File: src/rtl/lu_pkg.sv
// lu_pkg: shared constants, truth tables and id-width helper for the logic-unit arbiter
package lu_pkg;
  localparam int N_DEF = 4;
  localparam logic [3:0] LU_AND  = 4'b1000;
  localparam logic [3:0] LU_OR   = 4'b1110;
  localparam logic [3:0] LU_XOR  = 4'b0110;
  localparam logic [3:0] LU_NAND = 4'b0111;
  function automatic int id_width(input int n);
    return (n < 2) ? 1 : $clog2(n);
  endfunction
endpackage

File: src/rtl/lu_rr_arbiter_if.sv
// lu_rr_arbiter_if: requester-side and result-side signals of the shared logic-unit arbiter
interface lu_rr_arbiter_if
  import lu_pkg::*;
#(
  parameter int N = N_DEF,
  parameter int IDW = id_width(N)
);
  logic [N-1:0] req;
  logic [N-1:0] a;
  logic [N-1:0] b;
  logic [4*N-1:0] func;
  logic [N-1:0] gnt;
  logic out_valid;
  logic out_data;
  logic [IDW-1:0] out_id;
  logic out_ready;
  modport master (output req, a, b, func, out_ready, input gnt, out_valid, out_data, out_id);
  modport slave (input req, a, b, func, out_ready, output gnt, out_valid, out_data, out_id);
endinterface

File: src/rtl/logicalunit.sv
// logicalunit: two-input logic function selected by a 4-bit truth table, a is the selector MSB
module logicalunit (
  input  logic a,
  input  logic b,
  input  logic [3:0] func,
  output logic out
);
  assign out = func[{a, b}];
endmodule

File: src/rtl/lu_rr_arbiter.sv
// lu_rr_arbiter: round-robin sharing of one logic unit among N requesters with a registered result
module lu_rr_arbiter
  import lu_pkg::*;
#(
  parameter int N = N_DEF,
  parameter int IDW = id_width(N)
) (
  input logic clk,
  input logic rst_n,
  lu_rr_arbiter_if.slave bus
);
  logic [IDW-1:0] ptr, idx, off, id_q;
  logic [IDW:0] sum;
  logic [N-1:0] rot;
  logic hit, free, xfer, res, valid_q, data_q;
  assign free = !valid_q | bus.out_ready;
  // rotate req so ptr sits at bit 0, then take the lowest set bit and map it back to an index
  always_comb begin
    rot = N'({bus.req, bus.req} >> ptr);
    hit = 1'b0;
    off = '0;
    for (int k = N - 1; k >= 0; k--) begin
      if (rot[k]) begin
        hit = 1'b1;
        off = IDW'(k);
      end
    end
    sum = {1'b0, ptr} + {1'b0, off};
    idx = IDW'((int'(sum) >= N) ? int'(sum) - N : int'(sum));
  end
  assign xfer = hit & free & rst_n;
  assign bus.gnt = xfer ? ({{(N-1){1'b0}}, 1'b1} << idx) : '0;
  logicalunit u_lu (
    .a(bus.a[idx]),
    .b(bus.b[idx]),
    .func(bus.func[{idx, 2'b00} +: 4]),
    .out(res)
  );
  // result register: load on transfer, drop valid when accepted without a replacement
  always_ff @(posedge clk or negedge rst_n) begin
    if (!rst_n) begin
      valid_q <= 1'b0;
      data_q <= 1'b0;
      id_q <= '0;
      ptr <= '0;
    end else if (xfer) begin
      valid_q <= 1'b1;
      data_q <= res;
      id_q <= idx;
      ptr <= (idx == IDW'(N - 1)) ? '0 : idx + 1'b1;
    end else if (bus.out_ready) begin
      valid_q <= 1'b0;
    end
  end
  assign bus.out_valid = valid_q;
  assign bus.out_data = data_q;
  assign bus.out_id = id_q;
endmodule

File: src/flat_wrapper.sv
// flat-port wrapper written by rule: the top's interface ports become plain ports
module lu_rr_arbiter_flat import lu_pkg::*;
#(
  parameter int N = N_DEF,
  parameter int IDW = id_width(N)
)
  (clk, rst_n, bus_req, bus_a, bus_b, bus_func, bus_out_ready, bus_gnt, bus_out_valid, bus_out_data, bus_out_id);
  lu_rr_arbiter_if #(.N(N), .IDW(IDW)) bus_i ();
  input logic clk;
  input logic rst_n;
  input wire logic [$bits(bus_i.req)-1:0] bus_req;
  input wire logic [$bits(bus_i.a)-1:0] bus_a;
  input wire logic [$bits(bus_i.b)-1:0] bus_b;
  input wire logic [$bits(bus_i.func)-1:0] bus_func;
  input wire logic [$bits(bus_i.out_ready)-1:0] bus_out_ready;
  output wire logic [$bits(bus_i.gnt)-1:0] bus_gnt;
  output wire logic [$bits(bus_i.out_valid)-1:0] bus_out_valid;
  output wire logic [$bits(bus_i.out_data)-1:0] bus_out_data;
  output wire logic [$bits(bus_i.out_id)-1:0] bus_out_id;
  assign bus_i.req = bus_req;
  assign bus_i.a = bus_a;
  assign bus_i.b = bus_b;
  assign bus_i.func = bus_func;
  assign bus_i.out_ready = bus_out_ready;
  assign bus_gnt = bus_i.gnt;
  assign bus_out_valid = bus_i.out_valid;
  assign bus_out_data = bus_i.out_data;
  assign bus_out_id = bus_i.out_id;
  lu_rr_arbiter #(.N(N), .IDW(IDW)) u_core (.clk(clk), .rst_n(rst_n), .bus(bus_i));
endmodule
File: config.mk
export PLATFORM = sky130hd
export DESIGN_NAME = lu_rr_arbiter_flat
export DESIGN_NICKNAME = d
export VERILOG_FILES = /design/src/rtl/lu_pkg.sv /design/src/rtl/lu_rr_arbiter_if.sv /design/src/rtl/logicalunit.sv /design/src/rtl/lu_rr_arbiter.sv /design/src/flat_wrapper.sv
export SDC_FILE = /design/constraint.sdc
export NUM_CORES = 1
export LEC_CHECK = 0
export BUFFER_PORTS_ARGS = -buffer_cell sky130_fd_sc_hd__buf_2
export CAP_MARGIN = 10
export CORE_ASPECT_RATIO = 1.1
export CORE_MARGIN = 2
export CORE_UTILIZATION = 38
export DETAILED_ROUTE_END_ITERATION = 6
export GPL_TIMING_DRIVEN = 0
export PLACE_DENSITY = 0.72
export SYNTH_ARGS = -nofsm -noshare
export SYNTH_HDL_FRONTEND = slang
export SYNTH_HIERARCHICAL = 1
export SYNTH_SLANG_ARGS = --single-unit
File: constraint.sdc
create_clock -name clk -period 2.81 [get_ports clk]
set_input_delay 0.281 -clock clk [delete_from_list [all_inputs] [get_ports clk]]
set_output_delay 0.281 -clock clk [all_outputs]
set_load 0.01 [all_outputs]
==> results of run 1 <==
[worst paths after layout]
check / to / depth (start not counted) / slack [ns] / startpoint
max: u_core/bus.out_data$_DFFE_PN0P_ / 11 / -0.09 / u_core/ptr[0]$_DFFE_PN0P_
min: u_core/bus.out_valid$_DFFE_PN0P_ / 2 / 0.24 / bus_out_ready
max reg2reg: u_core/bus.out_data$_DFFE_PN0P_ / 11 / -0.09 / u_core/ptr[0]$_DFFE_PN0P_
min reg2reg: u_core/bus.out_data$_DFFE_PN0P_ / 1 / 0.51 / u_core/bus.out_data$_DFFE_PN0P_
max in group asynchronous: u_core/ptr[0]$_DFFE_PN0P_ / 2 / 2.24 / rst_n
min in group asynchronous: u_core/bus.out_data$_DFFE_PN0P_ / 2 / 0.40 / rst_n
[sequential cells by signal, summed over array words and instances (netlist names)]
name	flops
u_core/bus.out_id	2
u_core/ptr	2
u_core/bus.out_data	1
u_core/bus.out_valid	1
[metal layers]
layer / vias up / track usage (%)
li1: 344 / -
met1: 319 / 20.6
met2: 41 / 30.4
met3: 5 / 4.62
met4: 0 / 3.64
met5: - / 0
[per-stage QoR]
| step | setup slack (ns) | hold slack (ns) |
|---|---|---|
| floorplan | -0.0145 | -0.0146 |
| global placement | -0.184 | 0.116 |
| detailed placement | -0.226 | 0.118 |
| CTS | -0.163 | 0.239 |
| global route | -0.191 | 0.251 |
| finish | -0.0897 | 0.237 |
[cell type report]
type | count | area (um2) | area share [%]
flip-flops and latches | 6 | 151 | 15.6
multi-input cells | 49 | 478 | 49.4
inverters | 4 | 15.0 | 1.55
well taps | 17 | 21.3 | 2.20
clock buffers | 3 | 22.5 | 2.33
plain buffers | 3 | 20.0 | 2.07
repair buffers | 47 | 260 | 26.9
[cells in the final DEF, fill, tap and decap left out]
cell	instances
a2111oi_2	2
a21oi_1	2
and3_1	1
and3b_1	1
buf_2	39
buf_4	9
clkbuf_4	4
dfrtp_1	5
dfrtp_2	1
dlygate4sd3_1	1
ha_2	1
inv_1	4
mux2_2	1
mux2_4	1
mux4_1	1
mux4_2	6
nand2_1	4
nand2b_1	5
nand3b_1	1
nor2_1	3
nor3_1	1
nor3b_1	1
nor4_1	1
o21a_1	1
o21ai_0	4
o21ai_1	1
o221ai_1	1
o221ai_2	1
o22ai_1	1
o31a_1	1
o41ai_1	1
or2b_1	1
or3_1	1
xnor2_1	3
xor2_2	1
[cells by family (layout without fill, tap and decap cells)]
kind of cell	Yosys count	in the layout
xor+xnor	4	4
mux	9	9
buf+inv	8	57
simple gates	20	20
compound gates	15	15
flops	6	6
fa+ha+maj	1	1
[timing repair]
action                                  4_1_cts  5_1_grt
gates cloned                                  0        0
endpoints found under the hold margin         6        0
endpoints found under the setup margin        1        5
resized for setup                             0        5
hold buffers                                  1        0
pin swaps                                     2        3
buffers inserted                              5        3
[power by group through the flow]
| stage | Sequential [W] | Combinational (W) | Clock (W) |
|---|---|---|---|
| after floorplan | 0.000156 | 0.000692 | 0 |
| after global routing | 0.000162 | 0.00112 | 0.0000868 |
| after detailed placement | 0.000145 | 0.000868 | 0 |
| final | 0.000156 | 0.00102 | 0.0000780 |
| after CTS | 0.000145 | 0.000960 | 0.0000809 |
| after global placement | 0.000144 | 0.000858 | 0 |
==> key figures, run 1 <==
Global route
  – Vias in the first global route: 631
  – Antenna violations before repair: 0
  – First-pass GRT wire length: between 2000 and 3000 um
  – Total gr overflow: 0
  – Largest net degree at the start of global routing: 11
  – Total GRT Usage: around 17%

Detailed routing
  – WL met2: a little under 800 um
  – # DRC: 0
  – WL final: roughly 1600 um
  – Wire length on met1: roughly 650 um
  – Routed len/inst: 12.3 um
  – DR WL met3: ~150 um
  – Top Layer Used: met4
  – Initial DRC Count: 11
  – DR pass1 iterations: 4
  – Via count: between 700 and 800
  – Antenna-violating nets left: 0
  – Vias per inst: 5.50

Clock network
  – Clk root buf: clkbuf_4
  – Clk sinks: 6
  – Deepest clock path buffer count: 2
  – CTS tree: done
  – Worst-Skew Late Latency: 0.24 ns
  – CTS buffer count: 3
  – Worst-path clk slew: around 0.050 ns
  – H-tree depth: 1

Setup path
  – Top Family by Delay on Critical Path: multiplexers
  – CP cell instances: or2b_1 -> o221ai_2 -> o21ai_1 -> o221ai_1 -> ha_2 -> xor2_2 -> xnor2_1 -> buf_4 -> mux4_2 -> mux4_2 -> mux2_4
  – Worst EP arrival: roughly 3.0 ns
  – Crit path launch type: flip-flop
  – Worst stage delay on the critical path: 0.48 ns
  – Buf+Inv Stages, Crit Path: 1
  – Most frequent cell on the critical path: mux4_2
  – CP Data Required Time: 2.94 ns
  – Worst Setup End Kind: flip-flop
  – Slowest CP cell: mux4_2
  – Peak fanout along the critical path: 7
  – WS Path Type: reg2reg

Die
  – DIE AREA: 2040 um2
  – Die Y: about 47 um
  – Initial Util: approximately two fifths
  – IO Pins: 39
  – # rows: 15
  – Die X: 43.3 um
  – Core area: ~1600 um2

Power
  – Seq pwr share: 12.4%
  – Pwr/cell area: between 1000 and 1500 nW/um2
  – Leak pwr: between 0.4 and 0.5 nW
  – VDD IR max: 0.000899 V
  – Gate power share: 81.4%
  – NetSw: approximately 0.00047 W
  – Switching power share of the total: a little under two fifths
  – Internal: 0.000790 W
  – Design Power: between 0.001 and 0.0015 W
  – Clk pwr share: between 6 and 7%

STA
  – TNS Setup: -0.0897 ns
  – # setup viols final: 1
  – Least-Margin Pin Slew: between 0.6 and 0.7 ns
  – RSZ-0062 raised after global routing: yes
  – F_max: 345 MHz
  – Final WS setup: -0.0897 ns
  – Final worst-path cycle share: 103%
  – Final Skew: between 0.005 and 0.006 ns
  – Final Max Slew Viols: 0
  – Relative slew slack: 57.4%
  – Tmin final: 2.90 ns
  – Fin. Hold Viols: 0

Outcome
  – Outcome: finished, violations left
  – Violated checks: negative setup slack

Logic synthesis
  – Synth area leaders: dfrtp_1, mux4_2, nand2b_1
  – Simple-Gate Fraction of Synth Area: between 10% and 20%
  – Share of the synthesized area in the top cell type: between 20% and 30%
  – Post-Synth XOR/XNOR Area: 5.44%
  – Yosys warns: 6
  – Mux cell area share after synthesis: between 20 and 30%
  – Distinct cells, synth: 30
  – Seq/Total Area, Yosys: between 20% and 30%
  – Ys flop type: dfrtp_1
  – Area share of fa/ha/maj cells after synthesis: 1.94%
  – Mapped cell area: 644 um2
  – Largest family of logic cells by synthesized area: multiplexers
  – Cells after synthesis: between 60 and 70
  – Post-synth EDFFs: 0
  – Post-synthesis register bit count: 6
  – Ys async rst share: 100%
  – Mean Syn Cell Area: around 10 um2
  – Synth Area in Compound Gates: between 10% and 20%
  – Synth area leader: dfrtp_1
  – Post-synth top cells: dfrtp_1, mux4_2, nand2b_1, o21ai_0
  – Mapped Nets: 95

Final layout
  – Fillcell total: around 150
  – Area Growth Syn to Fin: 50.3%
  – Fin cells: about 130
  – Nets: about 150
  – Layout cells sized above 1: about three fifths
  – Post-layout util: roughly 60%
  – Finished Cell Area: between 900 and 1000 um2
  – ANT cells: 0

Placement
  – Dpl hpwl: approximately 1200 um
  – IO Port Bufs: 38
  – Area after DPL: 866 um2
  – RePlAce Congestion: roughly 0.76
  – Placed Cells: about 120

Flow run
  – # Max-Cap Violations: 0

Hold path
  – Hold Crit Class: in2reg
Power figures use the tool's default switching activity.
==> run 2: changes to the inputs <==
--- a/config.mk
+++ b/config.mk
@@ -13,6 +13,7 @@
 export DETAILED_ROUTE_END_ITERATION = 6
 export GPL_TIMING_DRIVEN = 0
 export PLACE_DENSITY = 0.72
+export SKIP_CTS_REPAIR_TIMING = 1
 export SYNTH_ARGS = -nofsm -noshare
 export SYNTH_HDL_FRONTEND = slang
 export SYNTH_HIERARCHICAL = 1
==> run 2 against run 1 <==
Effect of this change:
- the run still ends with negative setup slack left
- critical path depth grew 1
- routed wire length is 0.75% higher
- core utilization is 0.71 points lower
- cell area shrank 1.2%
- critical path type unchanged
- critical endpoint unchanged
- largest power group unchanged
==> key figures, run 2 (synthesis gave the netlist of run 1 again) <==
Setup path
  – FF-to-FF End: u_core/bus.out_data$_DFFE_PN0P_
  – Peak fanout along the critical path: 9 (+2)
  – WS Path Type: reg2reg
  – Reg2reg start: u_core/ptr[0]$_DFFE_PN0P_
  – CP endpoint: u_core/bus.out_data$_DFFE_PN0P_
  – Crit path from: u_core/ptr[0]$_DFFE_PN0P_
  – Crit path launch type: flip-flop
  – CP Data Required Time: 2.94 ns (about the same)
  – Register-to-Register Setup Slack: -0.14 ns (-0.05 ns)
  – Worst EP arrival: 3.07 ns (+0.04 ns)
  – Worst Reg2Reg Path Length in Cells: 12 (+1)
  – Worst Setup End Kind: flip-flop

Die
  – Die X: 43.3 um (unchanged)
  – Core area: 1580 um2 (unchanged)
  – DIE AREA: 2040 um2 (unchanged)
  – Initial Util: 40.9% (unchanged)
  – # rows: 15 (unchanged)
  – Die Y: 47.2 um (unchanged)
  – IO Pins: 39 (unchanged)

Clock network
  – Worst-Skew Late Latency: 0.24 ns (about the same)
  – H-tree depth: 1 (unchanged)
  – Deepest clock path buffer count: 2 (unchanged)
  – CTS tree: done
  – Worst-path clk slew: 0.05 ns (about the same)
  – CTS buffer count: 3 (unchanged)
  – Clk root buf: clkbuf_4
  – Clk sinks: 6 (unchanged)

Hold path
  – Hold Crit Class: in2reg

Global route
  – Gr busiest metal: met2
  – Largest net degree at the start of global routing: 11 (unchanged)
  – Total gr overflow: 0 (unchanged)
  – First-pass GRT wire length: 2480 um (-3.7%)
  – Met2 usage: 29.0% (-1.5 points)
  – Vias in the first global route: 631 (unchanged)
  – GR Util met3: 4.62% (unchanged)
  – Antenna violations before repair: 0 (unchanged)
  – Met1 usage: 19.7% (-0.85 points)
  – Total GRT Usage: 16.2% (-0.71 points)

STA
  – # setup viols final: 1 (unchanged)
  – RSZ-0062 raised after global routing: yes
  – TNS Setup: -0.138 ns (-0.0486 ns)
  – F_max: 339 MHz (-1.6%)
  – Tmin final: 2.95 ns (+0.0486 ns)
  – Final WS setup: -0.138 ns (-0.0486 ns)
  – Relative slew slack: 59.0% (+1.5 points)
  – Least-Margin Pin Slew: 0.616 ns (-0.0228 ns)
  – Final Skew: 0.00459 ns (-0.00133 ns)
  – Fin. Hold Viols: 0 (unchanged)
  – Final worst-path cycle share: 105% (+1.7 points)
  – Final Max Slew Viols: 0 (unchanged)

Placement
  – Dpl hpwl: 1200 um (unchanged)
  – Area after DPL: 866 um2 (unchanged)
  – Placed Cells: 118 (unchanged)
  – IO Port Bufs: 38 (unchanged)
  – RePlAce Congestion: 0.757 (unchanged)

Final layout
  – Commonest non-fill, non-tap cell in the layout: buf_2
  – Most frequent cells in the layout: buf_2, buf_4, mux4_2, dfrtp_1, nand2b_1
  – Nets: 145 (-0.68%)
  – Finished Cell Area: 957 um2 (-1.2%)
  – Area Growth Syn to Fin: 48.5%
  – Fillcell total: 156 (+6.8%)
  – Layout cells sized above 1: 57.7% (-1.3 points)
  – Post-layout util: 60.7% (-0.71 points)
  – ANT cells: 0 (unchanged)
  – Fin cells: 128 (-0.78%)

Power
  – Gate power share: 81.7% (+0.3 points)
  – Seq pwr share: 11.9% (-0.5 points)
  – VDD IR max: 0.000875 V (-2.6%)
  – Switching power share of the total: 37.9% (+0.87 points)
  – Pwr/cell area: 1270 nW/um2 (-1.9%)
  – Clk pwr share: 6.4% (+0.2 points)
  – Leak pwr: 0.456 nW (-1.3%)
  – Internal: 0.000756 W (-4.4%)
  – NetSw: 0.000462 W (-0.78%)

Detailed routing
  – WL final: 1600 um (+0.75%)
  – Routed len/inst: 12.5 um (+1.5%)
  – Initial DRC Count: 4 (-7)
  – # DRC: 0 (unchanged)
  – Antenna-violating nets left: 0 (unchanged)
  – DR pass1 iterations: 4 (unchanged)
  – Vias per inst: 5.41 (-1.6%)
  – Via count: 692 (-2.4%)

Flow run
  – # Max-Cap Violations: 0 (unchanged)

Outcome
  – Violated checks: negative setup slack
  – Outcome: finished, violations left
-- run 2: changes by cell type in the layout (fill, tap and decap cells not counted), sizes merged --
cell  before  now
buf       48   47
-- run 2: power groups by stage --
stage | clock network, W | logic (W) | registers [W]
after floorplan | 0 | 0.000692 | 0.000156
after global placement | 0 | 0.000858 | 0.000144
after detailed placement | 0 | 0.000868 | 0.000145
after CTS | 0.0000809 | 0.000871 | 0.000146
after global routing | 0.0000863 | 0.00109 | 0.000149
final | 0.0000776 | 0.000995 | 0.000145
-- run 2: critical path: stages, from the launching register on --
cell,delay (ns)
dfrtp_1,0.38
buf_6,0.14
or2b_1,0.23
o221ai_2,0.12
o21ai_1,0.09
o221ai_1,0.08
ha_2,0.23
xor2_1,0.18
xnor2_1,0.16
buf_4,0.19
mux4_2,0.29
mux4_2,0.48
mux2_2,0.27
-- run 2: metal layers --
metal,up-vias,routed length (um)
met1,314,654
li1,342,-
met2,36,809
met5,-,0
met4,0,0
met3,0,140
-- run 2: worst min-delay path by stage --
stage             startpoint                          endpoint  slack (ns)  cells past startpoint
5_1_grt        bus_out_ready  u_core/bus.out_valid$_DFFE_PN0P_        0.25                      2
3_3_place_gp           rst_n  u_core/bus.out_id[1]$_DFFE_PN0P_        0.12                      1
3_5_place_dp           rst_n  u_core/bus.out_id[1]$_DFFE_PN0P_        0.12                      1
6_report       bus_out_ready  u_core/bus.out_valid$_DFFE_PN0P_        0.24                      2
4_1_cts                rst_n   u_core/bus.out_data$_DFFE_PN0P_       -0.14                      1
2_1_floorplan          rst_n   u_core/bus.out_data$_DFFE_PN0P_       -0.01                      0
-- run 2: area by class of cell --
| class | instances | area, um2 | share of cell area [%] |
|---|---|---|---|
| clock buffers | 3 | 22.5 | 2.35 |
| repair buffers | 45 | 245 | 25.6 |
| plain buffers | 4 | 31.3 | 3.27 |
| well taps | 17 | 21.3 | 2.22 |
| inverters | 4 | 15.0 | 1.57 |
| flip-flops and latches | 6 | 150 | 15.7 |
| multi-input cells | 49 | 472 | 49.3 |
-- run 2: metrics by stage --
step | setup slack, ns | power (W) | hold slack (ns)
3_5_place_dp | -0.226 | 0.00101 | 0.118
3_3_place_gp | -0.184 | 0.00100 | 0.116
5_1_grt | -0.262 | 0.00132 | 0.252
4_1_cts | -0.231 | 0.00110 | -0.144
2_1_floorplan | -0.0145 | 0.000847 | -0.0146
6_report | -0.138 | 0.00122 | 0.238
